[config.mk]
export PLATFORM = sky130hd
export DESIGN_NAME = serial_adder
export DESIGN_NICKNAME = d
export VERILOG_FILES = /design/src/rtl/serial_adder_pkg.sv /design/src/rtl/serial_adder_full_adder.sv /design/src/rtl/serial_adder.sv
export SDC_FILE = /design/constraint.sdc
export NUM_CORES = 1
export LEC_CHECK = 0
export BUFFER_PORTS_ARGS = -buffer_cell sky130_fd_sc_hd__buf_2
export CAP_MARGIN = 20
export CORE_MARGIN = 4
export CORE_UTILIZATION = 53
export DETAILED_ROUTE_END_ITERATION = 8
export PLACE_DENSITY = 0.74
export SLEW_MARGIN = 20
export SYNTH_ARGS = -nofsm -noshare
export SYNTH_HDL_FRONTEND = slang
export SYNTH_SLANG_ARGS = --single-unit
[constraint.sdc]
create_clock -name clk -period 1.5 [get_ports clk]
set_input_delay 0.45 -clock clk [delete_from_list [all_inputs] [get_ports clk]]
set_output_delay 0.45 -clock clk [all_outputs]
set_load 0.02 [all_outputs]
[src/rtl/serial_adder_pkg.sv]
`default_nettype none
// +----------------------------------------------------------------------+
// | serial_adder_pkg                                                       |
// | FSM state encoding and counter sizing shared by the serial adder.      |
// | Rev 1.0                                                                |
// +----------------------------------------------------------------------+
package serial_adder_pkg;

   localparam logic [1:0] IDLE = 2'd0;
   localparam logic [1:0] ADD  = 2'd1;
   localparam logic [1:0] DONE = 2'd2;

   // Bit counter width: counts 0..WIDTH-1.
   function automatic int cnt_width(input int width);
      return $clog2(width);
   endfunction

endpackage
`default_nettype wire

[src/rtl/serial_adder_full_adder.sv]
`default_nettype none
// +----------------------------------------------------------------------+
// | serial_adder_full_adder                                                |
// | Single-bit combinational full-adder cell.                              |
// | Rev 1.0                                                                |
// +----------------------------------------------------------------------+
module serial_adder_full_adder (
   input  logic i_a,
   input  logic i_b,
   input  logic i_cin,
   output logic o_s,
   output logic o_cout
);

   assign o_s    = i_a ^ i_b ^ i_cin;
   assign o_cout = (i_a & i_b) | (i_cin & (i_a ^ i_b));

endmodule
`default_nettype wire

[src/rtl/serial_adder.sv]
`default_nettype none
// +----------------------------------------------------------------------+
// | serial_adder                                                           |
// | Bit-serial WIDTH-bit adder, LSB first, one full-adder cell + carry FF. |
// | Rev 1.0                                                                |
// +----------------------------------------------------------------------+
module serial_adder
   import serial_adder_pkg::*;
#(
   parameter int WIDTH = 4
) (
   input  logic             clk,
   input  logic             rst_n,
   input  logic             start,
   input  logic [WIDTH-1:0] a,
   input  logic [WIDTH-1:0] b,
   input  logic             carryIn,
   output logic             busy,
   output logic             done,
   output logic [WIDTH-1:0] sum,
   output logic             carryOut
);

   localparam int               CNT_W  = cnt_width(WIDTH);
   localparam logic [CNT_W-1:0] C_LAST = CNT_W'(WIDTH - 1);

   logic [1:0]       r_state;
   logic [WIDTH-1:0] r_op_a;
   logic [WIDTH-1:0] r_op_b;
   logic             r_carry;
   logic [CNT_W-1:0] r_count;
   logic [WIDTH-1:0] r_shift;
   logic [WIDTH-1:0] r_sum;
   logic             r_carry_out;

   logic             w_sum_bit;
   logic             w_cout;
   logic             w_accept;
   logic [WIDTH-1:0] w_shift_next;

   serial_adder_full_adder u_fa (
      .i_a    (r_op_a[0]),
      .i_b    (r_op_b[0]),
      .i_cin  (r_carry),
      .o_s    (w_sum_bit),
      .o_cout (w_cout)
   );

   // A new request is only taken when no addition is in progress.
   assign w_accept     = start && ((r_state == IDLE) || (r_state == DONE));
   assign w_shift_next = {w_sum_bit, r_shift[WIDTH-1:1]};

   always_ff @(posedge clk or negedge rst_n) begin
      if (!rst_n) begin
         r_state     <= IDLE;
         r_op_a      <= '0;
         r_op_b      <= '0;
         r_carry     <= 1'b0;
         r_count     <= '0;
         r_shift     <= '0;
         r_sum       <= '0;
         r_carry_out <= 1'b0;
      end else if (w_accept) begin
         r_op_a  <= a;
         r_op_b  <= b;
         r_carry <= carryIn;
         r_count <= '0;
         r_state <= ADD;
      end else begin
         case (r_state)
            ADD: begin
               r_shift <= w_shift_next;
               r_op_a  <= r_op_a >> 1;
               r_op_b  <= r_op_b >> 1;
               r_carry <= w_cout;
               r_count <= r_count + 1'b1;
               // Result becomes visible only once the last bit is formed.
               if (r_count == C_LAST) begin
                  r_sum       <= w_shift_next;
                  r_carry_out <= w_cout;
                  r_state     <= DONE;
               end
            end
            default: r_state <= IDLE;
         endcase
      end
   end

   assign busy     = (r_state == ADD);
   assign done     = (r_state == DONE);
   assign sum      = r_sum;
   assign carryOut = r_carry_out;

endmodule
`default_nettype wire
# Word level (Yosys, flattened, before mapping)
# Index checks and enable logic that the tools add are counted.
word_totals:
  regBits: 22
  latchBits: 0
  ram_bits: 0
  mem_bits_ro: 0
  in_bits: 12
  memories: 0
classes:
  add_sub_neg: 1
  multipliers: 0
  div_mod_pow: 0
  order_cmp: 0
  eq_ne: 4
  n_shift: 0
  mux: 11
  bitwise_logic: 6
  n_reduce_logical: 6
op_table:
  columns: ["cell", "count"]
  rows:
  - ["4-bit 2-to-1 mux", 4]
  - ["2-bit 2-to-1 mux", 5]
  - ["2-bit == test (second input constant)", 2]
  - ["3-bit by 1-bit != test with 1-bit output (second input constant)", 1]
  - ["3-bit AND reduction", 1]
  - ["2-bit by 1-bit adder with 2-bit output (second input constant)", 1]
  - ["1-bit bitwise AND", 2]
  - ["2-bit by 1-bit == test with 1-bit output (second input constant)", 1]
  - ["2-bit zero test", 1]
  - ["1-bit 2-to-1 mux", 2]
  - ["2-bit AND reduction", 1]
  - ["2-bit nonzero test", 1]
  - ["1-bit XOR", 2]
  - ["1-bit logical AND", 1]
  - ["1-bit logical OR", 1]
  - ["1-bit NOT", 1]
  - ["1-bit bitwise OR", 1]

# Longest topological paths before layout
# Gate-level depths: netlist (run 1).
depth:
  ltp_word: 5
  depth_mapped: 5
  mapped_depth_nobuf: 4

# Modules after synthesis
# A second synthesis (run 1) with hierarchy kept.
hier_totals:
  cells_unflattened: 86
  area_unflattened_um2: 1008.5
by_module_without_submodules:
  columns: ["mod", "n_inst", "cells_per_inst", "area_per_inst_um2"]
  rows:
  - ["serial_adder", 1, 85, 988.4]
  - ["serial_adder_full_adder", 1, 1, 20.0]

# Worst setup path after synthesis (run 1)
# No wires, ideal clock.
synth_timing:
  kind: "reg2out"
  start: "reg r_state[1]"
  end: "out done"
  arrival_ns: 0.901
  required_time_ns: 1.050
  path_slack_ns: 0.149
  stages_incl_launch_ff: 3
  cell_sequence: "dfrtp_1 -> buf_2 -> nor2b_1"
synth_between:
  elab_chain_cells: 1
synth_rtl:
  columns: ["item", "line", "rtl"]
  rows:
  - ["from (decl)", "serial_adder.sv:27", "logic [1:0] r_state;"]
  - ["from (signal assigned)", "serial_adder.sv:55", "r_state <= IDLE;"]
  - ["from (signal assigned)", "serial_adder.sv:68", "r_state <= ADD;"]
  - ["from (signal assigned)", "serial_adder.sv:81", "r_state <= DONE;"]
  - ["2-bit == test", "serial_adder.sv:90", "assign done = (r_state == DONE);"]
  - ["to (decl)", "serial_adder.sv:19", "output logic done,"]
# Every way passes these cells.

# Worst setup path after layout (run 1)
layout_timing:
  start: "reg r_state[0]"
  end: "out done"
# Same word-level chain as after synthesis.

==> results of run 1 <==
[registers in the layout (all words and copies together) (netlist names)]
signal    count
r_op_b        4
r_state       2
r_carry       1
carryOut      1
r_shift       3
sum           4
r_count       2
r_op_a        4
[layout make-up]
cell class	instances	area share, %
Clock buffer	3	1.905
Clock inverter	1	0.4233
Inverter	3	1.376
Multi-Input combinational cell	60	37.99
Sequential cell	21	44.44
Tap cell	25	2.646
Timing Repair Buffer	22	11.22
[worst max-delay path, delay by kind of cell, from the launching register on]
kind                   cells  cell delay, ns
buffers and inverters      1            0.13
flip-flops                 1            0.45
AND/OR/NAND/NOR            1            0.17
[stage by stage]
step                hold WS, ns  util (%)    TNS [ns]  std cells  power, W
finish                  0.07495     67.02  -0.0009913        135  0.002493
global route             0.1069     67.02    -0.05508        135  0.002708
detailed placement       0.4282     63.76           0        130  0.002167
CTS                     0.09282     66.60   -0.001959        135  0.002498
global placement         0.4236     63.76           0        130  0.002116
floorplan                0.1544         -           0         89  0.001890
[layer usage]
metal / track usage, % / routed length [um] / vias to the layer above
met5: 0 / 0 / -
met4: 5.240 / 12 / 0
met3: 3.152 / 75 / 2
met2: 24.58 / 880 / 10
met1: 21.27 / 820 / 360
li1: - / - / 349
[power by group]
part           internal [W]  leakage (nW)  switching, W
sequential         0.000834         0.258      0.000192
clock             0.0000992        0.0177      0.000169
combinational      0.000584         0.296      0.000616
total               0.00152         0.571      0.000977
[synthesized netlist by cell type]
library cell	number
a211oi_1	6
a21oi_1	6
a32oi_1	1
buf_2	3
buf_4	1
buf_6	1
clkinv_4	1
dfrtp_1	21
fa_1	1
ha_1	1
inv_1	1
inv_2	1
mux2_4	5
mux2i_1	9
nand2_1	11
nand2_4	1
nand2b_1	2
nand3_1	4
nor2_1	1
nor2b_1	7
o21ai_0	2
o21ai_1	3
[kinds of logic (layout without fill, tap and decap cells)]
family / Yosys count / after routing
AND/OR/NAND/NOR: 26 / 26
flip-flops: 21 / 21
AO/OA/AOI/OAI: 18 / 18
multiplexers: 14 / 14
buffers and inverters: 8 / 29
adder cells (fa/ha/maj): 2 / 2
[path summary, 6_finish.rpt]
kind,slack (ns),startpoint,to,cells after the start
setup reg to reg,0.20,r_state[0],sum[1],5
hold reg to reg,0.49,r_shift[1],r_shift[1],2
max in group asynchronous,1.10,rst_n,r_carry,1
min in group clk,0.41,b[1],r_op_b[1],3
setup / recovery,-0.001,r_state[0],done,2
hold / removal,0.07,rst_n,sum[0],1
[what timing repair did]
item	4_1_cts	5_1_grt
setup buffers	1	0
gates resized for setup	4	2
gates cloned	0	0
setup endpoints to repair	2	2
==> impl_metrics.tcl, run 1 <==
set metrics [dict create \
    status "finished with violations" \
    violations "setup timing" \
    ant_nets 0 \
    grt_max_degree 22 \
    cts_tree "yes" \
    die_h_um 51.76 \
    overflow 0 \
    crit_type "flip-flop to primary output" \
    power.density_nw_per_um2 2109 \
    grtUsageTotal_pct 15.54 \
    dr.pass1.iters 4 \
    worst_pin_slew_ns 0.4579 \
    cpPeakStageDelay_ns 0.45 \
    avgRoutedWirePerCell_um 13.25 \
    hold_viol_final 0 \
    clk_pin_slew_worst_paths_ns 0.12 \
    dpl.hpwl_um 1275 \
    syn_nets 103 \
    min_path_type "primary input to asynchronous set/reset pin" \
    vdd_ir_drop_max_mv 1.460 \
    synth_top_family_by_area "multiplexers" \
    crit_chain "nor2b_2, buf_6" \
    crit_arrival_ns 1.05 \
    critPathRequiredTime_ns 1.05 \
    yosys.area.top_type "dfrtp_1" \
    leakagePower_nw 0.5710 \
    grt_pass1_vias 709 \
    synth_compound_area_share_pct 10.73 \
    final_cell_mix "dfrtp_1, buf_2, nand2_1, mux2i_1" \
    root_buffer "clkbuf_4" \
    drive_gt1_share_pct 32.73 \
    die_w_um 51.76 \
    setup_viol 1 \
    avgSynthCellArea_um2 11.40 \
    synth.distinct_cells 22 \
    n_antenna_cell 0 \
    startpoint_type "flip-flop" \
    synthSimpleGateAreaFrac_pct 13.07 \
    fin_crit_ns 1.501 \
    synth_area_leaders "dfrtp_1, mux2i_1, mux2_4" \
    fill_cells 149 \
    routed_wl_um 1789 \
    setup_ws_ns -0.0009913 \
    rows 15 \
    fin_crit_sh_pct 100.1 \
    seq_area_frac_synth_pct 51.79 \
    setup.worst_path.end_class "primary output" \
    rsz0062_at_grt "true" \
    clock_latency_ns 0.30 \
    ios 19 \
    gp_congestion 0.7839 \
    route.detailed.drc 0 \
    synth_top_area_share_pct 51.79 \
    synth_seq_cells 21 \
    die_area_um2 2679 \
    crit_slowest_cell "dfrtp_1" \
    syn_to_final_growth_pct 16.52 \
    multi_input_area_um2 449.2 \
    ys_warn_count 0 \
    postPlaceCellArea_um2 1125 \
    hold_buffers 0 \
    nets 125 \
    synth_fa_ha_area_share_pct 3.206 \
    numPortBuffers 18 \
    worstPathMaxFanout 3 \
    finalMaxSlewViolations 0 \
    vias_per_cell 5.341 \
    final_common_cell "dfrtp_1" \
    syn_area_um2 1015 \
    cts_buffer_depth 2 \
    drt-initial-drc-count 21 \
    initial_core_util_pct 57.52 \
    max_slew_margin_pct 69.47 \
    numClockSinks 21 \
    seqCellArea_um2 525.5 \
    finalInstanceArea_um2 1182 \
    max_cap_viol_count 0 \
    h-tree-depth 1 \
    fp.coreArea_um2 1764 \
    synthXorXnorAreaFrac_pct 0 \
    final.setup_skew_ns 0.008889 \
    fmax_ghz 0.6662 \
    synthCells 89 \
    synth_mux_area_share_pct 16.28 \
    dpl_worst_slack_ns 0.1996 \
    cts-buffers-inserted 3 \
    antenna_found_initial 0 \
    grt_pass1_wl_um 3132 \
    vias 721 \
]
Note: power is estimated with default switching activity, not from simulation.
==> run 2, diff against run 1 <==
CORE_UTILIZATION = 35   (was 53)
PLACE_DENSITY = 0.52   (was 0.74)
SYNTH_HIERARCHICAL = 1   (was default)
==> run 2 against run 1 <==
The flow now finishes without violations. Worst setup slack better by 0.0019 ns. Cell count up 4.4%. Flip-flop and latch count did not move. Highest routed layer unchanged.
==> impl_metrics.tcl, run 2 <==
set metrics [dict create \
    drive_gt1_share_pct 36.36 \
    vdd_ir_drop_max_mv 1.158 \
    avgRoutedWirePerCell_um 14.08 \
    grt_max_degree 23 \
    max_slew_margin_pct 68.54 \
    syn_area_um2 1008 \
    finalMaxSlewViolations 0 \
    worst_pin_slew_ns 0.4718 \
    critPathRequiredTime_ns 1.05 \
    route.detailed.drc 0 \
    synthCells 86 \
    leakagePower_nw 0.5801 \
    yosys.area.top_type "dfrtp_1" \
    overflow 0 \
    crit_arrival_ns 1.05 \
    gp_congestion 0.7060 \
    synth_seq_cells 21 \
    setup.worst_path.end_class "primary output" \
    dpl.hpwl_um 1378 \
    routed_wl_um 1985 \
    min_path_type "primary input to asynchronous set/reset pin" \
    timing.hold.ws_ns 0.07180 \
    syn_nets 100 \
    power.density_nw_per_um2 2112 \
    cts-buffers-inserted 3 \
    synth_common_cells "dfrtp_1, nand2_1, mux2i_1" \
    nets 125 \
    hold_buffers 0 \
    initial_core_util_pct 36.57 \
    fin_crit_ns 1.499 \
    vias 703 \
    grtUsageTotal_pct 11.98 \
    root_buffer "clkbuf_4" \
    startpoint_type "flip-flop" \
    dpl_worst_slack_ns 0.1764 \
    h-tree-depth 1 \
    ys_warn_count 6 \
    syn_to_final_growth_pct 20.47 \
    die_area_um2 3804 \
    ant_nets 0 \
    crit_type "flip-flop to primary output" \
    yosysMostFrequentCell "dfrtp_1" \
    avgSynthCellArea_um2 11.73 \
    final_cell_mix "dfrtp_1, buf_2, nand2_1, mux2i_1, a21oi_1" \
    final_common_cell "dfrtp_1" \
    synth_top_area_share_pct 52.11 \
    setup_viol 0 \
    n_antenna_cell 0 \
    hold_viol_final 0 \
    ios 19 \
    antenna_found_initial 0 \
    clock_latency_ns 0.31 \
    worstPathMaxFanout 4 \
    setup_ws_ns 0.0008730 \
    synth_ff_type "dfrtp_1" \
    fp.coreArea_um2 2758 \
    drt-initial-drc-count 7 \
    status "finished clean" \
    vias_per_cell 4.986 \
    numClockSinks 21 \
    synth_area_leaders "dfrtp_1, mux2i_1, mux2_4" \
    synth_edf_count 0 \
    synth.distinct_cells 25 \
    rsz0062_at_grt "true" \
    rows 19 \
    cts_buffer_depth 2 \
    seq_area_frac_synth_pct 52.11 \
    final.setup_skew_ns 0.01144 \
    clk_pin_slew_worst_paths_ns 0.13 \
    dr.pass1.iters 4 \
    grt_pass1_wl_um 3298 \
    numPortBuffers 18 \
    max_cap_viol_count 0 \
    fmax_ghz 0.6671 \
    fin_crit_sh_pct 99.94 \
    synthArstFlopShare_pct 100.0 \
    cts_tree "yes" \
    die_h_um 61.68 \
    grt_pass1_vias 697 \
    die_w_um 61.68 \
    p_total_w 0.002566 \
]
[run 2: cell types whose count changed in the layout (fill, tap and decap cells not counted), sizes merged, moves of 2 or more]
| cell | before | now |
|---|---|---|
| a22o | 0 | 2 |
| o21ai | 5 | 2 |
| buf | 22 | 24 |
| nand3 | 4 | 2 |
| nand2 | 12 | 10 |
[run 2: cell type report]
type / count / area, um^2
Clock inverter: 1 / 5.005
Tap cell: 31 / 38.79
Clock buffer: 3 / 22.52
Timing Repair Buffer: 24 / 147.6
Multi-Input combinational cell: 58 / 457.9
Fill cell: 279 / 1543
Inverter: 3 / 16.27
Sequential cell: 21 / 526.8
[run 2: power breakdown]
group	internal [W]	switching (W)
Combinational	0.000640	0.000607
Clock	0.0000995	0.000177
Sequential	0.000837	0.000205
[run 2: critical path, cell delays in order, from the launching register on]
cell      delay [ns]
dfrtp_2         0.46
nand2b_4        0.09
clkinv_4        0.06
buf_6           0.12
[run 2: routing by layer]
layer	vias to the layer above	GRT usage (%)	share of wire (%)
met3	2	3.774	4.4
met1	332	16.41	49
met2	17	17.64	46
met5	-	0	0
li1	352	-	-
met4	0	4.545	0.96
[run 2: per-stage QoR]
step	std cells	instance area (um^2)	TNS [ns]	utilization [%]
final	141	1215	0	44.06
after detailed placement	135	1147	0	41.61
after floorplan	86	1008	0	-
after CTS	140	1200	-0.1084	43.51
after global placement	135	1147	0	41.61
after global routing	141	1215	-0.09832	44.06
[run 2: repair_timing]
| action | 4_1_cts | 5_1_grt |
|---|---|---|
| setup endpoints to repair | 2 | 2 |
| gates resized for setup | 5 | 3 |
| pin swaps | 0 | 0 |
| setup buffers | 1 | 1 |
[run 2: kinds of logic (layout without fill, tap and decap cells)]
logic type      after synthesis  after routing  share of synthesized area, %
simple gates                 22             22                         11.66
fa+ha+maj                     2              2                         3.226
flops                        21             21                         52.11
xor+xnor                      1              1                        0.8686
buf+inv                       7             31                         3.226
mux                          14             14                         16.50
compound gates               19             19                         12.41
[run 2: final timing paths]
check | end | slack (ns) | cells after the start | startpoint
min in group clk | r_carry | 0.40 | 3 | carryIn
setup / recovery | busy | 0.0009 | 3 | r_state[0]
hold reg to reg | r_shift[1] | 0.51 | 2 | r_shift[1]
hold / removal | sum[0] | 0.07 | 1 | rst_n
max in group asynchronous | r_state[0] | 1.08 | 1 | rst_n
setup reg to reg | sum[3] | 0.19 | 2 | r_op_a[0]
==> run 3, diff against run 2 <==
--- a/config.mk
+++ b/config.mk
@@ -12,4 +12,5 @@
 export DETAILED_ROUTE_END_ITERATION = 8
 export PLACE_DENSITY = 0.52
+export REMOVE_ABC_BUFFERS = 1
 export SLEW_MARGIN = 20
 export SYNTH_ARGS = -nofsm -noshare
==> constraint.sdc (replaced) <==
create_clock -name clk -period 1.5 [get_ports clk]
set_input_delay 0.075 -clock clk [delete_from_list [all_inputs] [get_ports clk]]
set_output_delay 0.075 -clock clk [all_outputs]
set_load 0.02 [all_outputs]
==> run 3 against run 2 <==
Power down 5.6%. Highest routed layer unchanged. Clock skew down 0.0032 ns. First-iteration DRC count up 140%. Clock power down 3%. Utilization down 1.4 points. Via count up 1.0%. Non-clock buffer count down 2. Routed wire length down 4.9%. Count of clock-buffer cells in the layout up 1. Flip-flop and latch count unchanged.
==> impl_metrics.tcl, run 3 (synthesis gave the netlist of run 2 again) <==
set metrics [dict create \
    status "finished clean" \
    setup.worst_path.end_class "flip-flop" \
    vias_per_cell 5.108 \
    clock_latency_ns 0.30 \
    die_h_um 61.68 \
    die_area_um2 3804 \
    grt_pass1_vias 685 \
    hold_viol_final 0 \
    vias 710 \
    route.detailed.drc 0 \
    fin_setup_tns_ns 0 \
    worst_pin_slew_ns 0.4740 \
    dr.pass1.iters 3 \
    die_w_um 61.68 \
    startpoint_type "flip-flop" \
    dpl.hpwl_um 1308 \
    dpl_worst_slack_ns 0.2090 \
    final.setup_skew_ns 0.008286 \
    cts-buffers-inserted 3 \
    antenna_found_initial 0 \
    finalInstanceArea_um2 1176 \
    numPortBuffers 18 \
    initial_core_util_pct 36.57 \
    placed_cells 134 \
    fin_crit_sh_pct 87.04 \
    routed_wl_um 1888 \
    critPathRequiredTime_ns 1.69 \
    drt-initial-drc-count 17 \
    rows 19 \
    leakagePower_nw 0.5622 \
    fin_crit_ns 1.306 \
    crit_type "flip-flop to flip-flop" \
    h-tree-depth 1 \
    ios 19 \
    grtUsageTotal_pct 11.20 \
    final_cell_mix "dfrtp_1, buf_2, nand2_1, mux2i_1" \
    timing.hold.ws_ns 0.04289 \
    avgRoutedWirePerCell_um 13.58 \
    syn_to_final_growth_pct 16.63 \
    max_slew_margin_pct 68.40 \
    nets 123 \
    power.density_nw_per_um2 2059 \
    min_path_type "primary input to flip-flop" \
    overflow 0 \
    vdd_ir_drop_max_mv 1.315 \
    final_cells 139 \
    root_buffer "clkbuf_4" \
    final_common_cell "dfrtp_1" \
    fmax_ghz 0.7659 \
    crit_arrival_ns 1.50 \
    drive_gt1_share_pct 31.48 \
    cts_buffer_depth 2 \
    finalMaxSlewViolations 0 \
    cts_tree "yes" \
    setup_ws_ns 0.1944 \
    postPlaceCellArea_um2 1140 \
    rsz0062_at_grt "false" \
    numClockSinks 21 \
    setup_viol 0 \
    grt_max_degree 24 \
    worstPathMaxFanout 3 \
    ant_nets 0 \
    clk_pin_slew_worst_paths_ns 0.12 \
    n_antenna_cell 0 \
    max_cap_viol_count 0 \
    gp_congestion 0.7575 \
    fp.coreArea_um2 2758 \
    grt_pass1_wl_um 3056 \
    ctsResizeCount 0 \
]
run 3: through the flow:
stage | util (%) | power, W
6_report | 42.65 | 0.002421
4_1_cts | 42.65 | 0.002469
3_5_place_dp | 41.33 | 0.002181
5_1_grt | 42.65 | 0.002633
2_1_floorplan | - | 0.001854
3_3_place_gp | 41.33 | 0.002145
run 3: layout make-up:
class,count,area [um^2]
fill,265,1582
sequential,21,525.5
multi-input combinational,58,450.4
timing repair buffer,22,122.6
tap,31,38.79
clock buffer,4,26.28
inverter,3,12.51
run 3: worst paths after layout:
path                       cells after the start  slack (ns)        from    endpoint
setup / recovery                               2        0.19   r_op_a[0]      sum[3]
hold / removal                                 3        0.04        a[2]   r_op_a[2]
setup reg to reg                               2        0.19   r_op_a[0]      sum[3]
hold reg to reg                                2        0.49  r_shift[1]  r_shift[1]
max in group asynchronous                      2        0.92       rst_n  r_shift[3]
min in group asynchronous                      2        0.25       rst_n  r_count[0]
run 3: worst max-delay path, stage by stage, from the launching register on:
cell     delay (ns)
dfrtp_1        0.43
fa_1           0.50
mux2_4         0.27
run 3: metal layers:
metal	track usage (%)	wire, um	part of all wire [%]	vias up
li1	-	-	-	351
met3	4.403	107	5.7	2
met2	18.98	867	46	16
met5	0	0	0	-
met1	12.89	896	47	341
met4	3.636	17	0.90	0
run 3: power breakdown:
| part | internal (W) | total [W] | leakage (nW) | switching (W) |
|---|---|---|---|---|
| sequential | 0.000835 | 0.00101 | 0.255 | 0.000179 |
| combinational | 0.000549 | 0.00114 | 0.292 | 0.000590 |
| clock | 0.000104 | 0.000268 | 0.0150 | 0.000164 |
run 3: timing repair:
action,4_1_cts,5_1_grt
setup buffers,0,0
hold buffers,1,0
setup endpoints to repair,0,0
hold endpoints to repair,21,0
